`src/rtl/hazard_pkg.sv`:
```
// Shared types for the hazard-detection stage: the shadow-slot record that
// mirrors one in-flight instruction, and the empty-slot constant.
package hazard_pkg;

  localparam int HAZ_REG_W = 5;

  // One in-flight instruction as seen by hazard detection.
  typedef struct packed {
    logic                 v;     // slot holds a real instruction
    logic [HAZ_REG_W-1:0] rd;    // destination register
    logic                 we;    // writes rd
    logic                 ld;    // load: result not ready until MEM
    logic                 mem;   // uses the memory port (load or store)
    logic                 br;    // branch awaiting resolution
    logic                 pred;  // predicted direction for the branch
  } slot_t;

  localparam slot_t BUBBLE = '0;

endpackage

```
`src/rtl/hazard_slot_pipe.sv`:
```
// Three-slot shadow of the EX/MEM/WB pipeline. A new entry is inserted into
// EX when the caller allows it; otherwise EX receives a bubble. MEM and WB
// always advance. Reset only clears the valid bits; payload is don't-care.
module hazard_slot_pipe
  import hazard_pkg::*;
(
  input  logic  clk,
  input  logic  rst_n,
  input  logic  ins_en,
  input  slot_t ins_slot,
  output slot_t ex_slot,
  output slot_t mem_slot,
  output slot_t wb_slot
);

  slot_t slot_p0;  // EX
  slot_t slot_p1;  // MEM
  slot_t slot_p2;  // WB

  // Shift the shadow pipeline every cycle; reset kills every slot's valid.
  always_ff @(posedge clk) begin
    // ID -> EX
    slot_p0 <= ins_en ? ins_slot : BUBBLE;
    // EX -> MEM
    slot_p1 <= slot_p0;
    // MEM -> WB
    slot_p2 <= slot_p1;
    if (!rst_n) begin
      slot_p0.v <= 1'b0;
      slot_p1.v <= 1'b0;
      slot_p2.v <= 1'b0;
    end
  end

  assign ex_slot  = slot_p0;
  assign mem_slot = slot_p1;
  assign wb_slot  = slot_p2;

endmodule

```
`src/rtl/hazard_detect.sv`:
```
// Hazard qualifiers for the in-order 5-stage core: RAW detection against the
// shadow EX/MEM/WB writers, forwardability, memory-port conflict, branch
// tracking and a saturating freeze-cycle counter. REG_W must equal the
// package register width because the shadow slots store rd at that width.
module hazard_detect
  import hazard_pkg::*;
#(
  parameter int REG_W      = HAZ_REG_W,
  parameter int FWD_EN     = 1,
  parameter int SHARED_MEM = 1,
  parameter int CNT_W      = 16
) (
  input  logic             clk,
  input  logic             rst_n,
  input  logic             id_valid,
  input  logic [REG_W-1:0] id_rs1,
  input  logic [REG_W-1:0] id_rs2,
  input  logic             id_rs1_used,
  input  logic             id_rs2_used,
  input  logic [REG_W-1:0] id_rd,
  input  logic             id_rd_we,
  input  logic             id_is_load,
  input  logic             id_is_store,
  input  logic             id_is_branch,
  input  logic             id_pred_taken,
  input  logic             ex_br_valid,
  input  logic             ex_br_taken,
  input  logic             freeze,
  input  logic             flush,
  output logic             data,
  output logic             fwrd,
  output logic             str,
  output logic             ctrl,
  output logic             branch,
  output logic             crct,
  output logic [CNT_W-1:0] stall_cnt
);

  slot_t ins_slot;
  logic  ins_en;
  slot_t ex_s;
  slot_t mem_s;
  slot_t wb_s;
  logic  ex_hit;
  logic  mem_hit;
  logic  wb_hit;
  logic  unused_slot_bits;

  // A writer in a slot feeds source idx unless it targets x0.
  function automatic logic slot_match(input slot_t s, input logic [REG_W-1:0] idx,
                                      input logic used, input logic valid);
    return valid && used && s.v && s.we && (s.rd != '0) && (s.rd == HAZ_REG_W'(idx));
  endfunction

  // Counter holds at all-ones instead of wrapping.
  function automatic logic [CNT_W-1:0] sat_inc(input logic [CNT_W-1:0] c);
    return (&c) ? c : c + CNT_W'(1);
  endfunction

  // Capture the ID instruction as a shadow slot; freeze or flush sends a bubble.
  always_comb begin
    ins_slot      = BUBBLE;
    ins_slot.v    = 1'b1;
    ins_slot.rd   = HAZ_REG_W'(id_rd);
    ins_slot.we   = id_rd_we;
    ins_slot.ld   = id_is_load;
    ins_slot.mem  = id_is_load | id_is_store;
    ins_slot.br   = id_is_branch;
    ins_slot.pred = id_pred_taken;
    ins_en        = id_valid && !freeze && !flush;
  end

  hazard_slot_pipe u_slots (
    .clk      (clk),
    .rst_n    (rst_n),
    .ins_en   (ins_en),
    .ins_slot (ins_slot),
    .ex_slot  (ex_s),
    .mem_slot (mem_s),
    .wb_slot  (wb_s)
  );

  // Decode RAW matches, forwardability, port conflict and branch status.
  always_comb begin
    ex_hit  = slot_match(ex_s,  id_rs1, id_rs1_used, id_valid) ||
              slot_match(ex_s,  id_rs2, id_rs2_used, id_valid);
    mem_hit = slot_match(mem_s, id_rs1, id_rs1_used, id_valid) ||
              slot_match(mem_s, id_rs2, id_rs2_used, id_valid);
    wb_hit  = slot_match(wb_s,  id_rs1, id_rs1_used, id_valid) ||
              slot_match(wb_s,  id_rs2, id_rs2_used, id_valid);
    data    = ex_hit || mem_hit || wb_hit;
    // A load still in EX has no result yet, which poisons the whole dependence.
    fwrd    = (FWD_EN != 0) && data && !(ex_hit && ex_s.ld);
    str     = (SHARED_MEM != 0) && id_valid && mem_s.v && mem_s.mem;
    ctrl    = (id_valid && id_is_branch) || (ex_s.v && ex_s.br);
    branch  = ex_br_valid && ex_s.v && ex_s.br;
    crct    = branch && (ex_br_taken == ex_s.pred);
  end

  // Count freeze cycles, saturating; cleared by reset.
  always_ff @(posedge clk) begin
    if (!rst_n) begin
      stall_cnt <= '0;
    end else if (freeze) begin
      stall_cnt <= sat_inc(stall_cnt);
    end
  end

  assign unused_slot_bits = ^{ex_s.mem, mem_s.ld, mem_s.br, mem_s.pred,
                              wb_s.ld, wb_s.mem, wb_s.br, wb_s.pred};

endmodule

```
`config.mk`:
```
export PLATFORM = sky130hd
export DESIGN_NAME = hazard_detect
export DESIGN_NICKNAME = d
export VERILOG_FILES = /design/src/rtl/hazard_pkg.sv /design/src/rtl/hazard_slot_pipe.sv /design/src/rtl/hazard_detect.sv
export SDC_FILE = /design/constraint.sdc
export NUM_CORES = 1
export LEC_CHECK = 0
export BUFFER_PORTS_ARGS = -buffer_cell sky130_fd_sc_hd__buf_4
export CORE_MARGIN = 4
export CORE_UTILIZATION = 52
export DETAILED_ROUTE_END_ITERATION = 7
export GPL_TIMING_DRIVEN = 0
export PLACE_DENSITY = 0.88
export REMOVE_ABC_BUFFERS = 1
export SLEW_MARGIN = 20
export SYNTH_ARGS = -nofsm -noshare
export SYNTH_HDL_FRONTEND = slang
export SYNTH_HIERARCHICAL = 1
export SYNTH_SLANG_ARGS = --single-unit
```
`constraint.sdc`:
```
create_clock -name clk -period 1.9 [get_ports clk]
set_input_delay 0.285 -clock clk [delete_from_list [all_inputs] [get_ports clk]]
set_output_delay 0.285 -clock clk [all_outputs]
set_load 0.02 [all_outputs]
```
==> results.ini <==
[global_routing]
grt_pass1_wl_um=7200
track_usage_pct=21.1
grt_pass1_vias=1544
gr-total-overflow=0
grt_max_degree=16
antenna_found_initial=0

[final_layout]
diodes=0
regArea_um2=846
fillCellCount=246
drive_gt1_share_pct=29.8
multi_input_area_um2=1040
nets=277
area_growth_pct=29.8
final_cells=294
stdcell_area_um2=2440
finish.utilization_pct=71.4

[min_path]
holdPathEnd=u_slots/ex_slot[8]
hold_depth=2
hold_class=primary input to register
min_from=id_rd[3]

[clocking]
clock_tree.buffer_depth=2
cts.sinks=42
root_buffer=clkbuf_4
cts_tree=built
clk_pin_slew_ps=130
h-tree-depth=2
cts_buffers=5
worstSkewPairLatency_ps=370

[route]
ant_nets=0
drc_errors=0
drt_wl_total_um=4660
viasPerCell=5.48
drtPass1Iterations=4
wl_per_cell_um=15.8
vias=1610
dr.first_iter.drc_count=92

[sta]
clock-skew-final_ps=8.43
rsz0062_at_grt=yes
maxSlewViolCount=0
max_freq_ghz=0.428
setup_tns_ps=-769
min_period_over_period_pct=123
setup_slack_ps=-437
post-route-min-period_ps=2340
setup_violations=2
worst_hold_slack_ps=106
slew_headroom_pct=43.5
hold_viol=0
worstMarginPinSlew_ps=846

[critical_path]
required_ps=1620
rrSetupSlack_ps=120
path_class=register to output port
timing.rr.start=stall_cnt[0]
worstPathArrival_ps=2050
cp_max_fo=4
crit_path_end_kind=output port
cp-start-kind=register
reg2regPathDepth=7
worstReg2RegEnd=stall_cnt[12]
setup.worst_path.start=u_slots/mem_slot[10]

[power]
power.density_nw_per_um2=689
power_mw=1.68
vdd_drop_max_v=0.000422
power_leakage_nw=0.968

[status]
status=finished, violations left
violations=negative setup slack

[yosys]
ys_warn_count=6
synth_area_per_cell_um2=9.79
synthCells=192
syn_area_um2=1880

[placed_design]
place_area_um2=2290
numPlacedInstances=284
place_ws_ps=-203
gp_congestion=0.856
port_buffers=50
hpwl_um=3120

[floorplan]
core_area_um2=3420
initial_utilization_pct=55.0
ioPinCount=51
die_w_um=68.1
die-area_um2=4640
rows=21
die_y_um=68.1

[job]
cap_violations=0

[where the power goes]
part / total [mW] / internal (mW) / switching [mW]
Clock: 0.591 / 0.276 / 0.315
Sequential: 0.918 / 0.900 / 0.0185
Combinational: 0.171 / 0.0934 / 0.0777
Total: 1.68 / 1.27 / 0.412
[worst max-delay path: stages, from the launching register on]
cell	delay, ps
dfxtp_2	380
nand4_1	110
or4_1	560
o22ai_2	170
o21ai_2	100
a32oi_2	200
buf_4	180
[sequential cells by signal, summed over array words and instances, names as in the netlist]
name / cells
stall_cnt: 16
u_slots/ex_slot: 11
u_slots/mem_slot: 8
u_slots/wb_slot: 7
[placed cells by master, fill, tap and decap left out, types with 2 or more instances in the layout]
cell,count
a211oi_1,3
and2_1,13
and3_1,5
buf_4,50
clkbuf_4,5
clkinvlp_4,2
dfxtp_1,38
dfxtp_2,4
inv_1,3
nand2_1,11
nand3_1,5
nand4_1,10
nor2_1,15
nor3_1,3
nor3b_1,2
nor4_1,6
o22ai_1,2
or2_2,2
or4_1,3
xnor2_1,37
xor2_1,6
[repair_timing]
| item | CTS | global route |
|---|---|---|
| pin swaps | 4 | 2 |
| setup buffers | 1 | 1 |
| resized for setup | 8 | 3 |
| endpoints found under the hold margin | 0 | 0 |
| setup endpoints to repair | 10 | 16 |
| hold buffers | 0 | 0 |
[worst max path at each step]
stage                         endpoint  slack (ps)  cells after the start
after floorplan           stall_cnt[6]        -230                      6
after global placement    stall_cnt[6]        -430                      5
after detailed placement          fwrd        -200                      7
after CTS                         fwrd        -470                      6
after global routing              fwrd        -500                      6
final                             fwrd        -440                      6
[area by class of cell]
cell class	count	share of cell area (%)
timing repair buffer	52	16.7
inverter	3	0.462
clock buffer	5	1.54
tap	46	2.36
multi-input combinational	143	42.5
sequential	42	34.7
clock inverter	3	1.85
[metal layers]
metal	track usage (%)	up-vias	part of all wire, %
met1	26.3	743	41
met2	32.4	69	49
li1	-	781	-
met5	0	-	0
met4	12.7	0	3.8
met3	5.58	17	6.3
Power figures use the tool's default switching activity.
